## config.mk

```make
export PLATFORM = sky130hd
export DESIGN_NAME = stopwatch_timer
export DESIGN_NICKNAME = d
export VERILOG_FILES = /design/src/rtl/stopwatch_pkg.sv /design/src/rtl/stopwatch_timer_bcd_digit.sv /design/src/rtl/stopwatch_timer.sv
export SDC_FILE = /design/constraint.sdc
export NUM_CORES = 1
export LEC_CHECK = 0
export CAP_MARGIN = 20
export CORE_UTILIZATION = 45
export CTS_CLUSTER_SIZE = 40
export DETAILED_ROUTE_END_ITERATION = 10
export PLACE_DENSITY = 0.69
export SLEW_MARGIN = 15
export SYNTH_ARGS = -nofsm -noshare
export SYNTH_HDL_FRONTEND = slang
export SYNTH_HIERARCHICAL = 1
export SYNTH_SLANG_ARGS = --single-unit
```

## constraint.sdc

```tcl
create_clock -name clk -period 6.11 [get_ports clk]
set_clock_uncertainty 0.1 [all_clocks]
set_input_delay 1.222 -clock clk [delete_from_list [all_inputs] [get_ports clk]]
set_output_delay 1.222 -clock clk [all_outputs]
set_load 0.01 [all_outputs]
```

## src/rtl/stopwatch_pkg.sv

```systemverilog
// Shared definitions for the stopwatch timer slice.
// Contents:
//   state_t        - FSM state encoding (IDLE=0, RUN=1, PAUSE=2, HALT=3)
//   MOD_DEC        - modulus of the decimal digits (c1, c10, s1, m1)
//   MOD_HEX6       - modulus of the tens-of-seconds/minutes digits (s10, m10)
//   OFF_*          - bit offsets of each BCD digit on the 24-bit time bus
//   TIME_TERMINAL  - highest representable time, 59:59.99
package stopwatch_pkg;

  typedef enum logic [1:0] {
    ST_IDLE  = 2'd0,
    ST_RUN   = 2'd1,
    ST_PAUSE = 2'd2,
    ST_HALT  = 2'd3
  } state_t;

  localparam int MOD_DEC  = 10;
  localparam int MOD_HEX6 = 6;

  // Time bus packing is {m10, m1, s10, s1, c10, c1}, one nibble each
  localparam int OFF_C1  = 0;
  localparam int OFF_C10 = 4;
  localparam int OFF_S1  = 8;
  localparam int OFF_S10 = 12;
  localparam int OFF_M1  = 16;
  localparam int OFF_M10 = 20;

  localparam logic [23:0] TIME_TERMINAL = 24'h595999;

endpackage

```

## src/rtl/stopwatch_timer_bcd_digit.sv

```systemverilog
// One BCD digit counter with a configurable modulus.
// Ports:
//   clk    in   system clock
//   rst    in   synchronous active-high reset, zeroes the digit
//   clr    in   synchronous clear, zeroes the digit
//   inc    in   advance the digit by one this cycle
//   q      out  current digit value, always 0..MOD-1
//   carry  out  inc while the digit is at MOD-1; feeds the next digit's inc
module bcd_digit #(
  parameter int MOD = 10
) (
  input  logic       clk,
  input  logic       rst,
  input  logic       clr,
  input  logic       inc,
  output logic [3:0] q,
  output logic       carry
);

  localparam logic [3:0] LAST = 4'(MOD - 1);

  logic [3:0] r_q;

  // The digit rolls to zero after MOD-1, so it can never hold a non-BCD
  // value; reset and clear both beat an increment arriving the same cycle.
  always_ff @(posedge clk) begin
    if (rst || clr) begin
      r_q <= 4'd0;
    end else if (inc) begin
      r_q <= (r_q == LAST) ? 4'd0 : r_q + 4'd1;
    end
  end

  // Combinational carry so a whole chain of digits rolls over in one cycle
  assign carry = inc && (r_q == LAST);
  assign q     = r_q;

endmodule

```

## src/rtl/stopwatch_timer.sv

```systemverilog
// Stopwatch time-keeping stage: counts centisecond ticks into MM:SS.CC as six
// BCD digits, with a start/stop/clear FSM and a lap-hold display register.
// Parameters:
//   SATURATE    1 = stop at 59:59.99 and flag overflow, 0 = wrap to zero
// Ports:
//   clk         in   system clock
//   rst         in   synchronous active-high reset
//   tick        in   1-cycle pulse every 10 ms
//   start_stop  in   1-cycle pulse, toggles run/pause
//   clear       in   1-cycle pulse, zero time, go idle, drop lap hold
//   lap         in   1-cycle pulse, freeze/unfreeze the display
//   time_live   out  {m10,m1,s10,s1,c10,c1} live count
//   time_disp   out  lap hold value while lap_active, else time_live
//   running     out  high in RUN
//   lap_active  out  high while the display is frozen
//   overflow    out  sticky terminal/wrap flag
module stopwatch_timer
  import stopwatch_pkg::*;
#(
  parameter bit SATURATE = 1'b1
) (
  input  logic        clk,
  input  logic        rst,
  input  logic        tick,
  input  logic        start_stop,
  input  logic        clear,
  input  logic        lap,
  output logic [23:0] time_live,
  output logic [23:0] time_disp,
  output logic        running,
  output logic        lap_active,
  output logic        overflow
);

  state_t      r_state;
  logic        r_running;
  logic        r_lapActive;
  logic        r_overflow;
  logic [23:0] r_hold;

  logic [23:0] w_timeLive;
  logic        w_tickRun;
  logic        w_atTerminal;
  logic        w_satBlock;
  logic        w_incEn;
  logic [3:0]  w_c1, w_c10, w_s1, w_s10, w_m1, w_m10;
  logic        w_cyC1, w_cyC10, w_cyS1, w_cyS10, w_cyM1, w_cyM10;

  // A tick only counts while already in RUN, which is what makes a
  // start_stop+tick from IDLE/PAUSE skip that tick and one from RUN count it.
  assign w_tickRun    = tick && (r_state == ST_RUN);
  assign w_atTerminal = (w_timeLive == TIME_TERMINAL);
  // In saturating mode the tick that arrives on 59:59.99 is swallowed and
  // sends the FSM to HALT instead of rolling the digits over.
  assign w_satBlock   = SATURATE && w_tickRun && w_atTerminal;
  assign w_incEn      = w_tickRun && !w_satBlock;

  // Digit chain, least significant first; carries ripple combinationally.
  bcd_digit #(.MOD(MOD_DEC))  u_c1  (.clk(clk), .rst(rst), .clr(clear), .inc(w_incEn), .q(w_c1),  .carry(w_cyC1));
  bcd_digit #(.MOD(MOD_DEC))  u_c10 (.clk(clk), .rst(rst), .clr(clear), .inc(w_cyC1),  .q(w_c10), .carry(w_cyC10));
  bcd_digit #(.MOD(MOD_DEC))  u_s1  (.clk(clk), .rst(rst), .clr(clear), .inc(w_cyC10), .q(w_s1),  .carry(w_cyS1));
  bcd_digit #(.MOD(MOD_HEX6)) u_s10 (.clk(clk), .rst(rst), .clr(clear), .inc(w_cyS1),  .q(w_s10), .carry(w_cyS10));
  bcd_digit #(.MOD(MOD_DEC))  u_m1  (.clk(clk), .rst(rst), .clr(clear), .inc(w_cyS10), .q(w_m1),  .carry(w_cyM1));
  bcd_digit #(.MOD(MOD_HEX6)) u_m10 (.clk(clk), .rst(rst), .clr(clear), .inc(w_cyM1),  .q(w_m10), .carry(w_cyM10));

  assign w_timeLive[OFF_C1  +: 4] = w_c1;
  assign w_timeLive[OFF_C10 +: 4] = w_c10;
  assign w_timeLive[OFF_S1  +: 4] = w_s1;
  assign w_timeLive[OFF_S10 +: 4] = w_s10;
  assign w_timeLive[OFF_M1  +: 4] = w_m1;
  assign w_timeLive[OFF_M10 +: 4] = w_m10;

  // Control FSM together with the lap hold and the sticky overflow flag.
  // running is registered alongside the state so it never glitches.
  // The top digit only carries out when the whole count wraps, which is
  // the non-saturating overflow event.
  always_ff @(posedge clk) begin
    if (rst) begin
      r_state     <= ST_IDLE;
      r_running   <= 1'b0;
      r_lapActive <= 1'b0;
      r_overflow  <= 1'b0;
      r_hold      <= 24'd0;
    end else if (clear) begin
      r_state     <= ST_IDLE;
      r_running   <= 1'b0;
      r_lapActive <= 1'b0;
      r_overflow  <= 1'b0;
      r_hold      <= 24'd0;
    end else begin
      if (w_satBlock || w_cyM10) begin
        r_overflow <= 1'b1;
      end

      case (r_state)
        ST_IDLE: begin
          if (start_stop) begin
            r_state   <= ST_RUN;
            r_running <= 1'b1;
          end
        end
        ST_RUN: begin
          if (w_satBlock) begin
            r_state   <= ST_HALT;
            r_running <= 1'b0;
          end else if (start_stop) begin
            r_state   <= ST_PAUSE;
            r_running <= 1'b0;
          end
        end
        ST_PAUSE: begin
          if (start_stop) begin
            r_state   <= ST_RUN;
            r_running <= 1'b1;
          end
        end
        ST_HALT: begin
          r_state   <= ST_HALT;
          r_running <= 1'b0;
        end
        default: begin
          r_state   <= ST_IDLE;
          r_running <= 1'b0;
        end
      endcase

      // Lap always releases an active hold; it only captures while running.
      // The capture takes the current register value, i.e. before any
      // increment caused by a tick in the same cycle.
      if (lap) begin
        if (r_lapActive) begin
          r_lapActive <= 1'b0;
        end else if (r_state == ST_RUN) begin
          r_lapActive <= 1'b1;
          r_hold      <= w_timeLive;
        end
      end
    end
  end

  assign time_live  = w_timeLive;
  assign time_disp  = r_lapActive ? r_hold : w_timeLive;
  assign running    = r_running;
  assign lap_active = r_lapActive;
  assign overflow   = r_overflow;

endmodule

```

== Yosys cells after proc, flatten, opt, wreduce, memory -nomap -nowiden ==
Index checks and enable logic that the tools add are counted.

* Word-level logic and storage cells: 64
* Flip-flop bits (word level): 53
* Input port bits: 6
* Output and inout bits: 51

* Add/subtract/negate cells: 6
* Muxes and demuxes: 17
* Reductions and logical operators: 17
* Equal/unequal tests: 12
* Bitwise gates (word level): 1

{| class="wikitable"
|+ Operators with widths
! kind !! number
|-
| $add 4x1->4 const B || 6
|-
| $eq 24x23->1 const B || 1
|-
| $mux 24 || 1
|-
| $mux 4 || 6
|-
| $eq 4x4->1 const B || 4
|-
| $logic_and 1x1->1 || 9
|-
| $eq 4x3->1 const B || 2
|-
| $mux 2 || 3
|-
| $pmux 2 s3 || 1
|-
| $mux 1 || 5
|-
| $eq 2x2->1 const B || 2
|-
| $reduce_or 2->1 || 2
|-
| $ne 3x3->1 const B || 1
|-
| $pmux 1 s3 || 1
|-
| $reduce_and 3->1 || 1
|-
| $eq 2x1->1 const B || 1
|-
| $logic_not 2->1 || 1
|-
| $logic_or 1x1->1 || 2
|-
| $ne 2x1->1 const B || 1
|-
| $reduce_and 2->1 || 1
|-
| $logic_not 1->1 || 1
|-
| $not 1->1 || 1
|}

== Depth between registers and ports, before layout ==
Gate-level depths: netlist (run 1).

* Word-level depth: 12
* Depth in mapped cells: 18
* Depth with buffers taken out: 18

== Cells and area by module ==
The synthesis (run 1) kept the hierarchy.

{| class="wikitable"
|+ Modules (own cells, without submodules)
! module !! cells each !! instances !! area an instance (µm²)
|-
| stopwatch_timer || 170 || 1 || 1,529.0
|-
| bcd_digit (u_c1 ...) || 20 || 4 || 192.7
|-
| bcd_digit (u_m10 ...) || 19 || 2 || 185.2
|}

== Worst setup path after synthesis (run 1) ==
No wires, ideal clock.

* Path type: input to register
* From: in tick
* To: reg u_m10.r_q[1], in the netlist u_m10/q[1]
* Arrival time: 4.970 ns
* Setup time: 0.079 ns
* Slack: 0.960 ns
* Data required time: 5.931 ns
* Stages on the path: 15
* Cells stage by stage: nand2_1 > nor2_1 > nand2_2 > nor3b_1 > nand2_2 > nor3b_1 > nand2_2 > nor3b_1 > nand2_2 > nor4b_1 > nand2_2 > nor3b_1 > nand2_2 > a211o_1 > a211oi_2

* Word-level cells in the longest chain between the ends: 9

{| class="wikitable"
|+ Ends and longest elaborated chain
! what !! line !! RTL
|-
| start: declaration || stopwatch_timer.sv:24 || <nowiki>input logic tick,</nowiki>
|-
| $logic_and 1x1->1 (*) || stopwatch_timer.sv:51 || <nowiki>assign w_tickRun = tick && (r_state == ST_RUN);</nowiki>
|-
| $logic_and 1x1->1 || stopwatch_timer.sv:55 || <nowiki>assign w_satBlock = SATURATE && w_tickRun && w_atTerminal;</nowiki>
|-
| $logic_not 1->1 || stopwatch_timer.sv:56 || <nowiki>assign w_incEn = w_tickRun && !w_satBlock;</nowiki>
|-
| $logic_and 1x1->1 (*) || stopwatch_timer.sv:56 ||
|-
| named net w_incEn || stopwatch_timer.sv:45 || <nowiki>logic w_incEn;</nowiki>
|-
| $logic_and 1x1->1 (*) || stopwatch_timer_bcd_digit.sv:35 || <nowiki>assign carry = inc && (r_q == LAST);</nowiki>
|-
| named net w_cyC1 || stopwatch_timer.sv:47 || <nowiki>logic w_cyC1, w_cyC10, w_cyS1, w_cyS10, w_cyM1, w_cyM10;</nowiki>
|-
| $logic_and 1x1->1 (*) || stopwatch_timer_bcd_digit.sv:35 ||
|-
| named net w_cyC10 || stopwatch_timer.sv:47 ||
|-
| $logic_and 1x1->1 (*) || stopwatch_timer_bcd_digit.sv:35 ||
|-
| named net w_cyS1 || stopwatch_timer.sv:47 ||
|-
| $logic_and 1x1->1 (*) || stopwatch_timer_bcd_digit.sv:35 ||
|-
| named net w_cyS10 || stopwatch_timer.sv:47 ||
|-
| $logic_and 1x1->1 (*) || stopwatch_timer_bcd_digit.sv:35 ||
|-
| named net w_cyM1 || stopwatch_timer.sv:47 ||
|-
| end signal: assignment || stopwatch_timer_bcd_digit.sv:30 || <nowiki>r_q <= (r_q == LAST) ? 4'd0 : r_q + 4'd1;</nowiki>
|-
| end: declaration || stopwatch_timer_bcd_digit.sv:22 || <nowiki>logic [3:0] r_q;</nowiki>
|}

Mark *: on every way through the listed nets, which the timed path passes. The rest lies on a longest branch.
A chain may end at the register's enable or synchronous reset.

== Worst setup path after layout (run 1) ==
Same ends and word-level chain as after synthesis.

==> impl_metrics.env, run 1 <==
export IMPL_clockBufferDepth=2
export IMPL_insertion_delay_ps=300
export IMPL_hold_path_class="reg2reg"
export IMPL_grt_setup_unrepaired="no"
export IMPL_gp_congestion=0.806
export IMPL_cap_violations=0
export IMPL_grt_total_usage=0.193
export IMPL_required_ps=6240
export IMPL_dieArea_sq_mm=0.00625
export IMPL_grt_pass1_wl_um=9650
export IMPL_synth_cell_types=42
export IMPL_setup_tns_ps=0
export IMPL_crit_family="simple AND/OR/NAND/NOR gates"
export IMPL_tightest_slew_ps=1020
export IMPL_synth_area_top_cells="dfxtp_1, mux2_2, nand2_1"
export IMPL_status="finished, final reports clean"
export IMPL_io_pins=57
export IMPL_slowest_stage="nor3b_1"
export IMPL_cts_setup_buffers=0
export IMPL_synthAdderAreaFrac=0
export IMPL_synth_area_sq_mm=0.00267
export IMPL_cts_buffers=5
export IMPL_path_buf_inv=3
export IMPL_ant_nets=0
export IMPL_vias_per_cell=5.36
export IMPL_wl_per_cell_um=13.8
export IMPL_fillCellCount=522
export IMPL_leakage_nw=1.07
export IMPL_firstDrtPassIters=4
export IMPL_syn_area_per_cell_sq_um=9.27
export IMPL_slew_headroom=0.318
export IMPL_critPathMaxStageDelay_ps=510
export IMPL_final_nets=351
export IMPL_synth_xor_area_frac=0.0394
export IMPL_yosys_warnings=6
export IMPL_h_tree_depth=2
export IMPL_cts_root_buf="clkbuf_8"
export IMPL_clock_sinks=53
export IMPL_syn_nets=294
export IMPL_drive_above_1_share=0.225
export IMPL_synthToLayoutAreaGrowth_pct=26.7
export IMPL_whs_ps=360
export IMPL_yosys_area_top_type_share=0.397
export IMPL_ctsHoldBuffers=0
export IMPL_fp_dieW_um=79.0
export IMPL_cp_cell_sequence="clkdlybuf4s50_1 > nand2_1 > nor2_1 > nand2_2 > nor3b_1 > nand2_2 > nor3b_1 > nand2_2 > nor3b_1 > buf_4 > nand2_2 > nor4b_1 > buf_4 > nand2_2 > nor3b_1 > nand2_2 > a211o_1 > a211oi_2"
export IMPL_end_kind="flip-flop"
export IMPL_portBuffers=56
export IMPL_cts_tree="built"
export IMPL_multi_input_area_sq_mm=0.00153
export IMPL_start_util=0.476
export IMPL_synth_top_cell_by_area="dfxtp_1"
export IMPL_ys_flop_type="dfxtp_1"
export IMPL_antenna_cells=0
export IMPL_synth_area_mux_share=0.101
export IMPL_slew_viol_final=0
export IMPL_synth_simple_gate_area_share=0.268
export IMPL_core_area_sq_mm=0.00561
export IMPL_grt_max_degree=29
export IMPL_ys_seq_area_frac=0.397
export IMPL_grt_overflow=0
export IMPL_clkTransAtPathRegs_ps=100
export IMPL_fin_crit_sh=0.893
export IMPL_via_count=2240
export IMPL_crit_fanout=4
export IMPL_cp_common_cell="nand2_2"
export IMPL_synth_edf_count=0
export IMPL_grt_pass1_vias=1996
export IMPL_drc=0
export IMPL_synth_top_family_by_area="simple AND/OR/NAND/NOR gates"
export IMPL_synth_compound_area_share=0.165
export IMPL_final_hold_viol_count=0
export IMPL_power_density_mw_per_mm2=172
export IMPL_min_period_ps=5460
export IMPL_ctsResizeCount=0
export IMPL_rows=27
export IMPL_synth_seq_cells=53
export IMPL_die_h_um=79.0
export IMPL_cp_data_arrival_time_ps=5590
export IMPL_antenna_found_initial=0
export IMPL_async_flop_share=0
export IMPL_routed_wl_um=5750
export IMPL_crit_type="in2reg"
export IMPL_setup_viol=0
export IMPL_max_vdd_ir_drop_mv=0.119
export IMPL_fmax_ghz=0.183
export IMPL_dp_hpwl_um=3670
export IMPL_critPathLaunchType="input pin"
export IMPL_register_area_sq_mm=0.00106
export IMPL_drt_iter0_markers=117
export IMPL_synth_cells=288
## worst register-to-register path, stage by stage (launching register included)
cell and delay [ps]:
dfxtp_1 480, and4bb_1 250, nand2_1 100, nor4_4 70, nor2_1 270, nand2_2 110
nor3b_1 480, nand2_2 130, nor3b_1 510, nand2_2 120, nor3b_1 220, buf_4 160
nand2_2 70, nor4b_1 320, buf_4 190, nand2_2 60, nor3b_1 500, nand2_2 140
a211o_1 310, a211oi_2 210
## cells in the final DEF (no fill, tap or decap), types with 2 or more instances in the layout
cell type / count
nand4_1: 3
and4bb_1: 2
xnor2_1: 8
clkbuf_8: 6
a211oi_2: 6
a211oi_1: 6
nor3_1: 12
nor2_1: 6
nor3b_1: 4
nor2b_1: 6
nand2_2: 6
nor2b_2: 4
xor2_1: 4
buf_4: 5
o21ai_0: 12
and4b_2: 4
a21oi_1: 9
nand3_1: 5
a211o_1: 2
a21oi_2: 17
inv_1: 2
clkdlybuf4s50_1: 56
dfxtp_1: 53
nand2b_1: 2
mux2_2: 24
nand2_1: 58
nand4b_1: 3
or3_1: 5
nor4b_1: 2
## report_power, final
part	internal [mW]	switching, mW	leakage [nW]	total [mW]
registers	0.346	0.00111	0.427	0.347
logic	0.00877	0.0179	0.588	0.0266
clock network	0.0921	0.114	0.0512	0.206
## through the flow
step	setup WS (ps)	std cells	util	area [sq um]	power [mW]
CTS	686	418	0.603	3380	0.587
global placement	523	410	0.586	3290	0.382
finish	651	418	0.603	3380	0.581
detailed placement	403	410	0.586	3290	0.382
floorplan	960	288	-	2670	0.369
global route	110	418	0.603	3380	0.604
## cells by family after synthesis
| group | count (synthesis) |
|---|---|
| AO/OA/AOI/OAI | 58 |
| XOR/XNOR | 12 |
| buffers and inverters | 13 |
| multiplexers | 24 |
| flip-flops | 53 |
| AND/OR/NAND/NOR | 128 |
## cell type report
cell class	instances	share of cell area
multi-input combinational	222	0.452
sequential	53	0.314
timing repair buffer	61	0.177
tap	72	0.0266
clock buffer	6	0.0244
clock inverter	2	0.00407
inverter	2	0.00222
## final timing paths
kind	from	end	slack, ps	cells after the start
max	tick	u_m10/q[1]	650	18
min	r_hold[22]	r_hold[22]	360	2
max reg2reg	u_m1/q[2]	u_m10/q[1]	1240	19
min reg2reg	r_hold[22]	r_hold[22]	360	2
## registers in the layout (all words and copies together), names as in the netlist
register and flops:
lap_active 1, r_state 2, u_m1/q 4, u_s1/q 4, running 1, overflow 1, u_c1/q 4, u_m10/q 4
r_hold 24, u_c10/q 4, u_s10/q 4
## synthesized netlist by cell type, drive strengths merged, types with 2 or more instances
cell type	number
or3	5
a211o	2
and4bb	2
nor3	12
mux2	24
nor4b	3
nor2b	11
nand4b	3
xor2	4
nand2b	2
nand4	3
nand2	64
a211oi	12
inv	2
xnor2	8
nor2	6
dfxtp	53
nand3	5
o21ai	12
and4b	4
a21oi	26
buf	10
nor3b	4
## per-layer routing
layer / routed length (um) / up-vias / part of all wire / global-route usage
li1: - / 1147 / - / -
met1: 2820 / 1035 / 0.49 / 0.259
met2: 2660 / 56 / 0.46 / 0.316
met3: 255 / 2 / 0.044 / 0.0356
met4: 15 / 0 / 0.0026 / 0.0509
met5: 0 / - / 0 / 0
No activity file was read; power rests on OpenSTA's default activity.
==> run 2: changes to the inputs <==
--- a/config.mk
+++ b/config.mk
@@ -5,10 +5,12 @@
 export SDC_FILE = /design/constraint.sdc
 export NUM_CORES = 1
 export LEC_CHECK = 0
+export ABC_AREA = 0
 export CAP_MARGIN = 20
 export CORE_UTILIZATION = 45
 export CTS_CLUSTER_SIZE = 40
 export DETAILED_ROUTE_END_ITERATION = 10
+export GPL_TIMING_DRIVEN = 0
 export PLACE_DENSITY = 0.69
 export SLEW_MARGIN = 15
 export SYNTH_ARGS = -nofsm -noshare
==> constraint.sdc (replaced) <==
create_clock -name clk -period 6.5 [get_ports clk]
set_clock_uncertainty 0.1 [all_clocks]
set_input_delay 1.3 -clock clk [delete_from_list [all_inputs] [get_ports clk]]
set_output_delay 1.3 -clock clk [all_outputs]
set_load 0.01 [all_outputs]
==> impl_metrics.env, run 2 (synthesis gave the netlist of run 1 again) <==
export IMPL_status="finished, final reports clean"
export IMPL_fin_ws_ps=501
export IMPL_h_tree_depth=2
export IMPL_power_density_mw_per_mm2=157
export IMPL_reg2reg_depth=18
export IMPL_fp_dieW_um=79.0
export IMPL_cap_violations=0
export IMPL_core_area_sq_mm=0.00561
export IMPL_routed_wl_um=6290
export IMPL_dp_cells=418
export IMPL_antenna_cells=0
export IMPL_firstDrtPassIters=4
export IMPL_grt_max_degree=18
export IMPL_antenna_found_initial=0
export IMPL_grt_overflow=0
export IMPL_cts_tree="built"
export IMPL_required_ps=6640
export IMPL_die_h_um=79.0
export IMPL_grt_setup_unrepaired="no"
export IMPL_crit_type="in2reg"
export IMPL_io_pins=57
export IMPL_slew_viol_final=0
export IMPL_dp_hpwl_um=4280
export IMPL_combinationalPowerShare=0.055
export IMPL_fillCellCount=500
export IMPL_grt_pass1_vias=2037
export IMPL_whs_ps=360
export IMPL_drc=0
export IMPL_slew_headroom=0.518
export IMPL_start_util=0.476
export IMPL_hold_path_class="reg2reg"
export IMPL_vias_per_cell=5.48
export IMPL_internal_power_uw=421
export IMPL_clkTransAtPathRegs_ps=90
export IMPL_critPathLaunchType="input pin"
export IMPL_regMostFlops="r_hold"
export IMPL_drt_iter0_markers=139
export IMPL_drive_above_1_share=0.241
export IMPL_clockPowerShare=0.343
export IMPL_portBuffers=56
export IMPL_cts_root_buf="clkbuf_8"
export IMPL_insertion_delay_ps=300
export IMPL_grt_pass1_wl_um=10200
export IMPL_swShare=0.223
export IMPL_dieArea_sq_mm=0.00625
export IMPL_hold_path_depth=2
export IMPL_final_nets=359
export IMPL_clockBufferDepth=2
export IMPL_end_kind="flip-flop"
export IMPL_multi_input_area_sq_mm=0.00154
export IMPL_place_ws_ps=-272
export IMPL_rows=27
export IMPL_max_vdd_ir_drop_mv=0.0940
export IMPL_wl_per_cell_um=14.8
export IMPL_setup_viol=0
export IMPL_ctsHoldBuffers=0
export IMPL_p_seq_frac=0.602
export IMPL_clock_sinks=53
export IMPL_fin_crit_sh=0.923
export IMPL_switchingPower_uw=121
export IMPL_leakage_nw=1.10
export IMPL_via_count=2328
export IMPL_final_hold_viol_count=0
export IMPL_final_cell_mix="nand2_1, clkdlybuf4s50_1, dfxtp_1, mux2_2, a21oi_2"
export IMPL_instances_no_fill=425
export IMPL_grt_total_usage=0.207
export IMPL_cts_buffers=5
export IMPL_setup_tns_ps=0
export IMPL_min_period_ps=6000
export IMPL_cp_data_arrival_time_ps=6140
export IMPL_synthToLayoutAreaGrowth_pct=29.1
export IMPL_fmax_ghz=0.167
export IMPL_crit_fanout=4
export IMPL_largest_reg_flops=24
export IMPL_final_common_cell="nand2_1"
export IMPL_register_area_sq_mm=0.00106
export IMPL_ant_nets=0
export IMPL_gp_congestion=0.706
export IMPL_tightest_slew_ps=723
## run 2: cell types whose count changed in the layout (fill, tap and decap cells not counted), sizes merged
| cell | change |
|---|---|
| clkbuf | +2 |
| buf | +7 |
| clkinv | -2 |
## run 2: power groups by stage
stage	Combinational (mW)	Clock (mW)	Sequential, mW
floorplan	0.0126	0	0.334
global route	0.0320	0.208	0.327
CTS	0.0298	0.194	0.326
finish	0.0296	0.186	0.326
detailed placement	0.0296	0	0.334
global placement	0.0275	0	0.334
## run 2: final cells by class
| type | count | area share |
|---|---|---|
| buffer | 11 | 0.0207 |
| clock buffer | 7 | 0.0250 |
| tap | 72 | 0.0261 |
| multi-input combinational | 222 | 0.447 |
| sequential | 53 | 0.308 |
| inverter | 2 | 0.00218 |
| timing repair buffer | 58 | 0.171 |
## run 2: critical path, stage by stage
cell	delay, ps
clkdlybuf4s50_1	500
nand2_1	100
nor2_1	280
nand2_2	120
nor3b_1	570
nand2_2	150
nor3b_1	570
nand2_2	170
nor3b_2	400
nand2_2	140
nor4b_2	470
nand2_2	140
nor3b_1	540
nand2_2	140
nor4b_1	340
nor2_1	70
o2bb2ai_1	130
## run 2: path summary, 6_finish.rpt
kind / start / endpoint / slack (ps)
setup / recovery: tick / overflow / 500
hold / removal: r_hold[3] / r_hold[3] / 360
setup reg to reg: u_m1/q[2] / overflow / 1160
hold reg to reg: r_hold[3] / r_hold[3] / 360
## run 2: routing by layer
layer,wire [um],GRT usage
met5,0,0
met4,15,0.0473
met3,319,0.0460
met2,2920,0.326
met1,3040,0.288
## run 2: stage by stage
stage | total power [mW] | util | instance area [sq um]
2_1_floorplan | 0.347 | - | 2670
3_3_place_gp | 0.361 | 0.592 | 3320
3_5_place_dp | 0.364 | 0.598 | 3350
4_1_cts | 0.550 | 0.613 | 3440
5_1_grt | 0.567 | 0.615 | 3450
6_report | 0.542 | 0.615 | 3450
## run 2: timing repair
item | in CTS | in global routing
endpoints found under the setup margin | 0 | 4
setup buffers | 0 | 0
resized for setup | 0 | 2
==> run 3: changes to the inputs <==
--- a/config.mk
+++ b/config.mk
@@ -7,12 +7,12 @@
 export LEC_CHECK = 0
 export ABC_AREA = 0
 export CAP_MARGIN = 20
+export CORE_MARGIN = 2
 export CORE_UTILIZATION = 45
 export CTS_CLUSTER_SIZE = 40
 export DETAILED_ROUTE_END_ITERATION = 10
 export GPL_TIMING_DRIVEN = 0
 export PLACE_DENSITY = 0.69
-export SLEW_MARGIN = 15
 export SYNTH_ARGS = -nofsm -noshare
 export SYNTH_HDL_FRONTEND = slang
 export SYNTH_HIERARCHICAL = 1
==> impl_metrics.env, run 3 (synthesis gave the netlist of run 1 again) <==
export IMPL_status="finished, final reports clean"
export IMPL_postPlaceCellArea_sq_mm=0.00337
export IMPL_grt_pass1_wl_um=10800
export IMPL_io_pins=57
export IMPL_fin_crit_sh=0.919
export IMPL_fin_ws_ps=525
export IMPL_drt_iter0_markers=71
export IMPL_swShare=0.225
export IMPL_final_cell_mix="nand2_1, clkdlybuf4s50_1, dfxtp_1, mux2_2, a21oi_2"
export IMPL_cts_tree="built"
export IMPL_crit_type="in2reg"
export IMPL_wl_per_cell_um=14.7
export IMPL_clockBufferDepth=2
export IMPL_required_ps=6640
export IMPL_grt_pass1_vias=2198
export IMPL_max_vdd_ir_drop_mv=0.100
export IMPL_ant_nets=0
export IMPL_antenna_found_initial=0
export IMPL_fillCellCount=531
export IMPL_die_h_um=81.0
export IMPL_power_density_mw_per_mm2=161
export IMPL_tightest_slew_ps=681
export IMPL_cts_setup_buffers=0
export IMPL_cp_data_arrival_time_ps=6110
export IMPL_antenna_cells=0
export IMPL_whs_ps=360
export IMPL_portBuffers=56
export IMPL_design_area_sq_mm=0.00348
export IMPL_critPathLaunchType="input pin"
export IMPL_setup_tns_ps=0
export IMPL_h_tree_depth=2
export IMPL_start_util=0.459
export IMPL_clkTransAtPathRegs_ps=90
export IMPL_cts_root_buf="clkbuf_8"
export IMPL_slew_viol_final=0
export IMPL_end_kind="flip-flop"
export IMPL_regMostFlops="r_hold"
export IMPL_power_uw=560
export IMPL_switchingPower_uw=126
export IMPL_combinationalPowerShare=0.054
export IMPL_grt_overflow=0
export IMPL_synthToLayoutAreaGrowth_pct=30.3
export IMPL_crit_fanout=4
export IMPL_insertion_delay_ps=310
export IMPL_dp_hpwl_um=4390
export IMPL_min_period_ps=5980
export IMPL_grt_max_degree=17
export IMPL_routed_wl_um=6330
export IMPL_clockPowerShare=0.363
export IMPL_internal_power_uw=434
export IMPL_place_ws_ps=-311
export IMPL_via_count=2292
export IMPL_leakage_nw=1.11
export IMPL_cts_buffers=5
export IMPL_dieArea_sq_mm=0.00657
export IMPL_p_seq_frac=0.583
export IMPL_core_area_sq_mm=0.00582
export IMPL_grt_setup_unrepaired="no"
export IMPL_firstDrtPassIters=4
export IMPL_hold_path_class="reg2reg"
export IMPL_fp_dieW_um=81.0
export IMPL_drive_above_1_share=0.246
export IMPL_drc=0
export IMPL_fmax_ghz=0.167
export IMPL_setup_viol=0
export IMPL_ctsHoldBuffers=0
export IMPL_gp_congestion=0.731
export IMPL_rows=28
export IMPL_final_hold_viol_count=0
export IMPL_slew_headroom=0.544
export IMPL_largest_reg_flops=24
export IMPL_clock_sinks=53
export IMPL_final_nets=359
export IMPL_grt_total_usage=0.209
export IMPL_cap_violations=0
export IMPL_vias_per_cell=5.34
export IMPL_final_common_cell="nand2_1"
-- run 3: changes by cell type in the layout (fill, tap and decap cells not counted) --
cell      previous run  this run
buf_16               0         1
clkinv_2             0         1
clkbuf_1             2         1
buf_8                2         1
clkbuf_8             6         7
-- run 3: layout make-up --
| class | count | area (sq um) | area share |
|---|---|---|---|
| Multi-Input combinational cell | 222 | 1540 | 0.443 |
| Clock inverter | 1 | 5.00 | 0.00144 |
| Sequential cell | 53 | 1060 | 0.305 |
| Tap cell | 75 | 93.8 | 0.0270 |
| Clock buffer | 7 | 96.3 | 0.0277 |
| Buffer | 11 | 71.3 | 0.0205 |
| Inverter | 2 | 7.51 | 0.00216 |
| Timing Repair Buffer | 58 | 603 | 0.173 |
-- run 3: timing repair --
item | 4_1_cts | 5_1_grt
setup endpoints to repair | 1 | 4
resized for setup | 1 | 1
pin swaps | 0 | 0
-- run 3: power by group through the flow --
stage / clock [mW] / sequential, mW / combinational, mW
detailed placement: 0 / 0.334 / 0.0303
global route: 0.221 / 0.327 / 0.0329
CTS: 0.208 / 0.327 / 0.0305
global placement: 0 / 0.334 / 0.0273
finish: 0.203 / 0.327 / 0.0304
floorplan: 0 / 0.334 / 0.0126
-- run 3: per-layer routing --
layer | up-vias | global-route usage | routed length (um)
met1 | 1068 | 0.289 | 3110
met2 | 53 | 0.338 | 2940
met3 | 7 | 0.0322 | 209
li1 | 1164 | - | -
met5 | - | 0 | 0
met4 | 0 | 0.0576 | 60
-- run 3: path summary, 6_finish.rpt --
kind / end / startpoint / slack [ps] / cells after the start
worst min register to register: r_hold[0] / r_hold[0] / 360 / 2
worst max register to register: overflow / u_m1/q[1] / 1180 / 18
worst max-delay path: overflow / tick / 520 / 17
worst min-delay path: r_hold[0] / r_hold[0] / 360 / 2
-- run 3: metrics by stage --
stage	std cells	util
floorplan	288	-
global placement	419	0.572
detailed placement	421	0.579
CTS	429	0.597
global route	429	0.598
finish	429	0.598
-- run 3: critical path: stages --
cell and delay, ps:
clkdlybuf4s50_1 500, nand2_1 100, nor2_1 250, nand2_2 110, nor3b_1 540, nand2_2 150
nor3b_1 580, nand2_2 160, nor3b_2 400, nand2_2 150, nor4b_2 500, nand2_2 130
nor3b_1 550, nand2_2 150, nor4b_1 350, nor2_1 70, o2bb2ai_1 130
